## src/rtl/lut_table_loader.sv

```systemverilog
// Writer side of the sparse interpolation LUT: keeps every 4th sample of a
// 256-sample stream as an anchor and tracks the worst linear-interpolation error.
module lut_table_loader #(
  parameter logic [7:0] ERR_LIMIT = 8'd8
) (
  input  logic       clk,
  input  logic       rst_n,
  input  logic       start_i,
  input  logic       s_valid_i,
  input  logic [7:0] s_data_i,
  output logic       s_ready_o,
  output logic       wr_en_o,
  output logic [5:0] wr_addr_o,
  output logic [7:0] wr_data_o,
  output logic       busy_o,
  output logic       done_o,
  output logic [7:0] max_err_o,
  output logic       err_flag_o
);

  typedef enum logic [1:0] {
    ST_IDLE = 2'd0,
    ST_LOAD = 2'd1,
    ST_TAIL = 2'd2,
    ST_DONE = 2'd3
  } state_t;

  state_t     state_q, state_d;
  logic [7:0] cnt_q, cnt_d;
  logic [7:0] anchor_q, anchor_d;
  logic [7:0] f0_q, f0_d;
  logic [7:0] buf1_q, buf1_d;
  logic [7:0] buf2_q, buf2_d;
  logic [7:0] buf3_q, buf3_d;
  logic       wr_en_q, wr_en_d;
  logic [5:0] wr_addr_q, wr_addr_d;
  logic [7:0] wr_data_q, wr_data_d;
  logic [7:0] max_err_q, max_err_d;
  logic       err_flag_q, err_flag_d;

  logic       accept_s;
  logic [7:0] seg_b_s;
  logic [7:0] err1_s, err2_s, err3_s;
  logic [7:0] seg_max_s;

  // |s - (a + floor((b-a)*k/4))|, evaluated in 11-bit two's complement
  function automatic logic [7:0] seg_err(
    input logic [7:0] a,
    input logic [7:0] b,
    input logic [7:0] s,
    input logic [1:0] k
  );
    logic signed [10:0] diff;
    logic signed [10:0] kw;
    logic signed [10:0] prod;
    logic signed [10:0] shf;
    logic signed [10:0] est;
    logic signed [10:0] dlt;
    logic signed [10:0] mag;
    diff = {3'd0, b} - {3'd0, a};
    kw   = {9'd0, k};
    prod = diff * kw;
    shf  = prod >>> 2;
    est  = $signed({3'd0, a}) + shf;
    dlt  = $signed({3'd0, s}) - est;
    mag  = dlt[10] ? -dlt : dlt;
    return (|mag[10:8]) ? 8'hFF : mag[7:0];
  endfunction

  function automatic logic [7:0] max2(input logic [7:0] x, input logic [7:0] y);
    return (x > y) ? x : y;
  endfunction

  assign accept_s = (state_q == ST_LOAD) && s_valid_i;
  // In TAIL the closing anchor wraps back to sample 0
  assign seg_b_s  = (state_q == ST_TAIL) ? f0_q : s_data_i;
  assign err1_s   = seg_err(anchor_q, seg_b_s, buf1_q, 2'd1);
  assign err2_s   = seg_err(anchor_q, seg_b_s, buf2_q, 2'd2);
  assign err3_s   = seg_err(anchor_q, seg_b_s, buf3_q, 2'd3);
  assign seg_max_s = max2(err1_s, max2(err2_s, err3_s));

  always_comb begin
    state_d    = state_q;
    cnt_d      = cnt_q;
    anchor_d   = anchor_q;
    f0_d       = f0_q;
    buf1_d     = buf1_q;
    buf2_d     = buf2_q;
    buf3_d     = buf3_q;
    wr_en_d    = 1'b0;
    wr_addr_d  = wr_addr_q;
    wr_data_d  = wr_data_q;
    max_err_d  = max_err_q;
    case (state_q)
      ST_IDLE: begin
        if (start_i) begin
          state_d   = ST_LOAD;
          cnt_d     = 8'd0;
          max_err_d = 8'd0;
        end else begin
          state_d = ST_IDLE;
        end
      end
      ST_LOAD: begin
        if (accept_s) begin
          cnt_d = cnt_q + 8'd1;
          case (cnt_q[1:0])
            2'd0: begin
              wr_en_d   = 1'b1;
              wr_addr_d = cnt_q[7:2];
              wr_data_d = s_data_i;
              anchor_d  = s_data_i;
              if (cnt_q == 8'd0) begin
                f0_d = s_data_i;
              end else begin
                max_err_d = max2(max_err_q, seg_max_s);
              end
            end
            2'd1:    buf1_d = s_data_i;
            2'd2:    buf2_d = s_data_i;
            default: buf3_d = s_data_i;
          endcase
          if (cnt_q == 8'd255) begin
            state_d = ST_TAIL;
          end else begin
            state_d = ST_LOAD;
          end
        end else begin
          state_d = ST_LOAD;
        end
      end
      ST_TAIL: begin
        max_err_d = max2(max_err_q, seg_max_s);
        state_d   = ST_DONE;
      end
      ST_DONE: state_d = ST_IDLE;
      default: state_d = ST_IDLE;
    endcase
    err_flag_d = (max_err_d > ERR_LIMIT);
  end

  always_ff @(posedge clk or negedge rst_n) begin
    if (!rst_n) begin
      state_q    <= ST_IDLE;
      cnt_q      <= 8'd0;
      anchor_q   <= 8'd0;
      f0_q       <= 8'd0;
      buf1_q     <= 8'd0;
      buf2_q     <= 8'd0;
      buf3_q     <= 8'd0;
      wr_en_q    <= 1'b0;
      wr_addr_q  <= 6'd0;
      wr_data_q  <= 8'd0;
      max_err_q  <= 8'd0;
      err_flag_q <= 1'b0;
    end else begin
      state_q    <= state_d;
      cnt_q      <= cnt_d;
      anchor_q   <= anchor_d;
      f0_q       <= f0_d;
      buf1_q     <= buf1_d;
      buf2_q     <= buf2_d;
      buf3_q     <= buf3_d;
      wr_en_q    <= wr_en_d;
      wr_addr_q  <= wr_addr_d;
      wr_data_q  <= wr_data_d;
      max_err_q  <= max_err_d;
      err_flag_q <= err_flag_d;
    end
  end

  assign s_ready_o  = (state_q == ST_LOAD);
  assign busy_o     = (state_q == ST_LOAD) || (state_q == ST_TAIL);
  assign done_o     = (state_q == ST_DONE);
  assign wr_en_o    = wr_en_q;
  assign wr_addr_o  = wr_addr_q;
  assign wr_data_o  = wr_data_q;
  assign max_err_o  = max_err_q;
  assign err_flag_o = err_flag_q;

endmodule

```

## config.mk

```make
export PLATFORM = sky130hd
export DESIGN_NAME = lut_table_loader
export DESIGN_NICKNAME = d
export VERILOG_FILES = /design/src/rtl/lut_table_loader.sv
export SDC_FILE = /design/constraint.sdc
export NUM_CORES = 1
export LEC_CHECK = 0
export BUFFER_PORTS_ARGS = -buffer_cell sky130_fd_sc_hd__buf_4
export CAP_MARGIN = 20
export CORE_MARGIN = 2
export CORE_UTILIZATION = 27
export CTS_CLUSTER_DIAMETER = 40
export CTS_CLUSTER_SIZE = 10
export DETAILED_ROUTE_END_ITERATION = 10
export PLACE_DENSITY = 0.39
export SLEW_MARGIN = 20
export SYNTH_ARGS = -nofsm -noshare
export SYNTH_HDL_FRONTEND = slang
export SYNTH_SLANG_ARGS = --single-unit
```

## constraint.sdc

```tcl
create_clock -name clk -period 26.3 [get_ports clk]
set_input_delay 7.89 -clock clk [delete_from_list [all_inputs] [get_ports clk]]
set_output_delay 7.89 -clock clk [all_outputs]
set_load 0.05 [all_outputs]
```

==> metrics.log <==
INFO  metric run_status = finished, final reports clean
INFO  metric routed_wire_length_per_instance = ~17 um
INFO  metric clock_tree.root_cell = sky130_fd_sc_hd__clkbuf_16
INFO  metric yosysWarnings = 0
INFO  metric reg2reg_from = state_q[0]
INFO  metric first_pass_grt_wire_length = about 33 mm
INFO  metric grt_antenna_before_repair = 0
INFO  metric post_cts_hold_buffer_count = 0
INFO  metric detailedRoute.firstPassIterationCount = 4
INFO  metric synthesis.area_per_instance = 8.887 um^2
INFO  metric synth-main-ff-cell = sky130_fd_sc_hd__dfrtp_1
INFO  metric placeableCoreArea = approximately 27000 um^2
INFO  metric timing.slew.headroom = roughly 40%
INFO  metric min-delay-start = f0_q[6]
INFO  metric cts_tree = done
INFO  metric ys_ff_latch = 66
INFO  metric drt-total-wl = about 20 mm
INFO  metric fin_skew = ~0.0095 ns
INFO  metric synth_edf_count = 0
INFO  metric clk_slew_on_worst_s_h_paths = approximately 0.060 ns
INFO  metric worst_setup_path_start_kind = input pin
INFO  metric final_cells = roughly 1200
INFO  metric timing.critical_path.to_type = flop
INFO  metric grt_util_all_layers = approximately 15%
INFO  metric critical_path.slowest_cell = sky130_fd_sc_hd__fa_1
INFO  metric ctsHtreeMaxLevel = 3
INFO  metric pre_cts_ws = roughly 6.7 ns
INFO  metric dieWidth = 168.1 um
INFO  metric number_of_library_cell_types_mapped_by_synthesis = 78
INFO  metric cts-root-to-sink-buffers = 2
INFO  metric multiInputGateArea = around 5200 um^2
INFO  metric use_met3 = 1.763%
INFO  metric grt_max_degree = between 60 and 70
INFO  metric layout_worst_path_cycle_share = 73.20%
INFO  metric die_h = roughly 170 um
INFO  metric finalSetupViolCount = 0
INFO  metric numCtsBuffers = 9
INFO  metric cp_max_stage_delay = ~0.47 ns
INFO  metric global_route_overflow = 0
INFO  metric initialDrtViolationCount = between 300 and 400
INFO  metric grtUsageMet2 = 24.27%
INFO  metric crit_top_cell = sky130_fd_sc_hd__ha_1
INFO  metric post_drt_via_cell_ratio = ~5
INFO  metric design.final.nets = slightly below 1000
INFO  metric timing.critical_path.from = s_data_i[1]
INFO  metric clk_latency = 0.35 ns
INFO  metric n_fill_cell = between 2000 and 3000
INFO  metric die_area = ~28000 um^2
INFO  metric postSynthCellCount = around 800
INFO  metric first_global_vias = slightly above 6000
INFO  metric post_cts_resized = 0
INFO  metric layout_cells_sized_above_1 = 15.08%
INFO  metric synth.cell_area = 7269 um^2
INFO  metric hold_violations = 0
INFO  metric path_class = input pin to flop
INFO  metric clkSinkCount = 66
INFO  metric cap_viol_max_count = 0
INFO  metric most_utilized_layer_in_the_global_route_result = met2
INFO  metric max_slew.worst_pin.slew = between 0.9 and 1 ns
INFO  metric fin_ws = between 7 and 8 ns
INFO  metric yosys-top-cells-area = sky130_fd_sc_hd__dfrtp_1 23%, sky130_fd_sc_hd__ha_1 16%, sky130_fd_sc_hd__mux2_2 7.1%, sky130_fd_sc_hd__fa_1 5.5%, sky130_fd_sc_hd__inv_1 4.3%
INFO  metric finalCoreUtilization = between 30% and 40%
INFO  metric maxClockFrequency = approximately 0.052 GHz
INFO  metric drc_violations_left = 0
INFO  metric worstPathRequired = 26.57 ns
INFO  metric io_buffer_count = 38
INFO  metric setup_tns_final = 0 ns
INFO  metric maxSlewViolCount = 0
INFO  metric timing.hold.worst.class = flop to flop
INFO  metric cp_max_fo = 19
INFO  metric ant_nets = 0
INFO  metric synth.net_count = around 940
INFO  metric area.sequential = approximately 1700 um^2
INFO  metric placedCellCount = 1187
INFO  metric area_growth = 13.01%
INFO  metric rsz_0062_raised_after_global_routing = no
INFO  metric detailroute.via_count = about 6000
INFO  metric floorplan.initialDensity = ~27%
INFO  metric detailedPlacementHpwl = 16.54 mm
INFO  metric synth-seq-area-share = 22.72%
INFO  metric synthDominantAreaCellType = sky130_fd_sc_hd__dfrtp_1
INFO  metric cts_setup_buffers = 0
INFO  metric groute.layer.met1.usage = 21.13%
INFO  metric synth_async_sr_flop_share = 100.0%
INFO  metric finalWorstPathRequiredPeriod = between 15 and 20 ns
INFO  metric pin_count = 39
INFO  metric netlist.area_leader.share = approximately 23%
INFO  metric globalplace.congestion = ~0.81
INFO  metric site_rows = 60
INFO  metric worst_ep_arrival_time = approximately 20 ns
INFO  metric antenna_cells = 0
## state kept, by name (all words and copies together), names as in the netlist, named ones only
name        cells
wr_data_o       8
wr_addr_o       6
f0_q            8
state_q         1
err_flag_o      1
buf1_q          8
max_err_o       8
buf2_q          8
cnt_q           8
wr_en_o         1
buf3_q          8
## per-layer routing
metal,share of wire (%),routed length [um],vias up
li1,-,-,3006
met1,51,10270,2864
met2,46,9317,66
met3,1.7,337,14
met4,1.3,256,0
met5,0,0,-
## cells in the final DEF, fill, tap and decap left out, types with 9 or more instances in the layout
| cell type | n |
|---|---|
| sky130_fd_sc_hd__a21o_1 | 24 |
| sky130_fd_sc_hd__a21oi_1 | 55 |
| sky130_fd_sc_hd__and3_1 | 12 |
| sky130_fd_sc_hd__buf_4 | 42 |
| sky130_fd_sc_hd__clkbuf_16 | 9 |
| sky130_fd_sc_hd__dfrtp_1 | 66 |
| sky130_fd_sc_hd__fa_1 | 20 |
| sky130_fd_sc_hd__ha_1 | 94 |
| sky130_fd_sc_hd__inv_1 | 84 |
| sky130_fd_sc_hd__mux2_2 | 46 |
| sky130_fd_sc_hd__nand2_1 | 59 |
| sky130_fd_sc_hd__nand2b_1 | 10 |
| sky130_fd_sc_hd__nand3_1 | 18 |
| sky130_fd_sc_hd__nor2_1 | 44 |
| sky130_fd_sc_hd__nor2b_1 | 11 |
| sky130_fd_sc_hd__nor3_1 | 11 |
| sky130_fd_sc_hd__o21ai_0 | 39 |
| sky130_fd_sc_hd__o31ai_1 | 9 |
| sky130_fd_sc_hd__xnor2_1 | 36 |
| sky130_fd_sc_hd__xor2_1 | 22 |
## worst paths after layout
kind	end	slack [ns]	depth (start not counted)
hold / removal	f0_q[6]	0.50	1
setup / recovery	err_flag_o	7.05	59
max in group asynchronous	max_err_o[3]	18.03	1
min in group asynchronous	wr_data_o[2]	7.67	1
hold reg to reg	f0_q[6]	0.50	1
setup reg to reg	err_flag_o	13.71	61
## area by class of cell
type,count,share of cell area (%)
clock buffer,9,2.741
clock inverter,7,0.6244
inverter,84,3.838
multi-input combinational,654,63.66
sequential,66,20.10
tap,341,5.193
timing repair buffer,42,3.838
## critical path: cells and delay by family
family,cells,cell delay (ns)
XOR/XNOR,2,0.53
buffers and inverters,6,0.69
adder cells (fa/ha/maj),8,2.58
AND/OR/NAND/NOR,17,3.21
multiplexers,2,0.51
AO/OA/AOI/OAI,24,4.09
## kinds of logic (layout without fill, tap and decap cells)
kind of cell             Yosys count  after routing  synth area share, %
AO/OA/AOI/OAI                    224            224                21.19
XOR/XNOR                          58             58                6.988
adder cells (fa/ha/maj)          114            114                21.69
buffers and inverters             98            142                5.336
flip-flops                        66             66                22.72
multiplexers                      50             50                7.676
AND/OR/NAND/NOR                  208            208                14.41
## stage by stage
step           hold slack, ns  cell area (um^2)
2_1_floorplan          0.4737              7269
3_3_place_gp           0.4861              7939
3_5_place_dp           0.4875              7939
4_1_cts                0.5050              8215
5_1_grt                0.5196              8215
6_report               0.5046              8215
## synthesized netlist by cell type (3+ instances only)
cell	n
sky130_fd_sc_hd__buf_2	4
sky130_fd_sc_hd__o211ai_1	7
sky130_fd_sc_hd__o31ai_1	9
sky130_fd_sc_hd__fa_1	20
sky130_fd_sc_hd__a22oi_1	8
sky130_fd_sc_hd__and3_1	12
sky130_fd_sc_hd__a21boi_0	6
sky130_fd_sc_hd__ha_1	94
sky130_fd_sc_hd__o21bai_1	8
sky130_fd_sc_hd__xor2_1	22
sky130_fd_sc_hd__mux2i_1	4
sky130_fd_sc_hd__xnor2_1	36
sky130_fd_sc_hd__nor2_1	44
sky130_fd_sc_hd__o21a_1	5
sky130_fd_sc_hd__nand2b_1	10
sky130_fd_sc_hd__o21ai_1	6
sky130_fd_sc_hd__nand3_1	18
sky130_fd_sc_hd__and4_1	6
sky130_fd_sc_hd__o31a_1	5
sky130_fd_sc_hd__nand4_1	6
sky130_fd_sc_hd__a22o_1	3
sky130_fd_sc_hd__a21oi_1	55
sky130_fd_sc_hd__or3_1	6
sky130_fd_sc_hd__nor2b_1	11
sky130_fd_sc_hd__mux2_2	46
sky130_fd_sc_hd__o21ai_0	39
sky130_fd_sc_hd__a211oi_1	7
sky130_fd_sc_hd__nor3_1	11
sky130_fd_sc_hd__clkbuf_1	8
sky130_fd_sc_hd__and2_1	6
sky130_fd_sc_hd__nor4_1	4
sky130_fd_sc_hd__a221o_1	5
sky130_fd_sc_hd__a31oi_1	5
sky130_fd_sc_hd__a21o_1	24
sky130_fd_sc_hd__or2_2	3
sky130_fd_sc_hd__dfrtp_1	66
sky130_fd_sc_hd__inv_1	84
sky130_fd_sc_hd__nand2_1	59
Power is left out: the tool's default activity adds up to more than one toggle a clock period on the data nets, which glitch-free logic cannot reach.
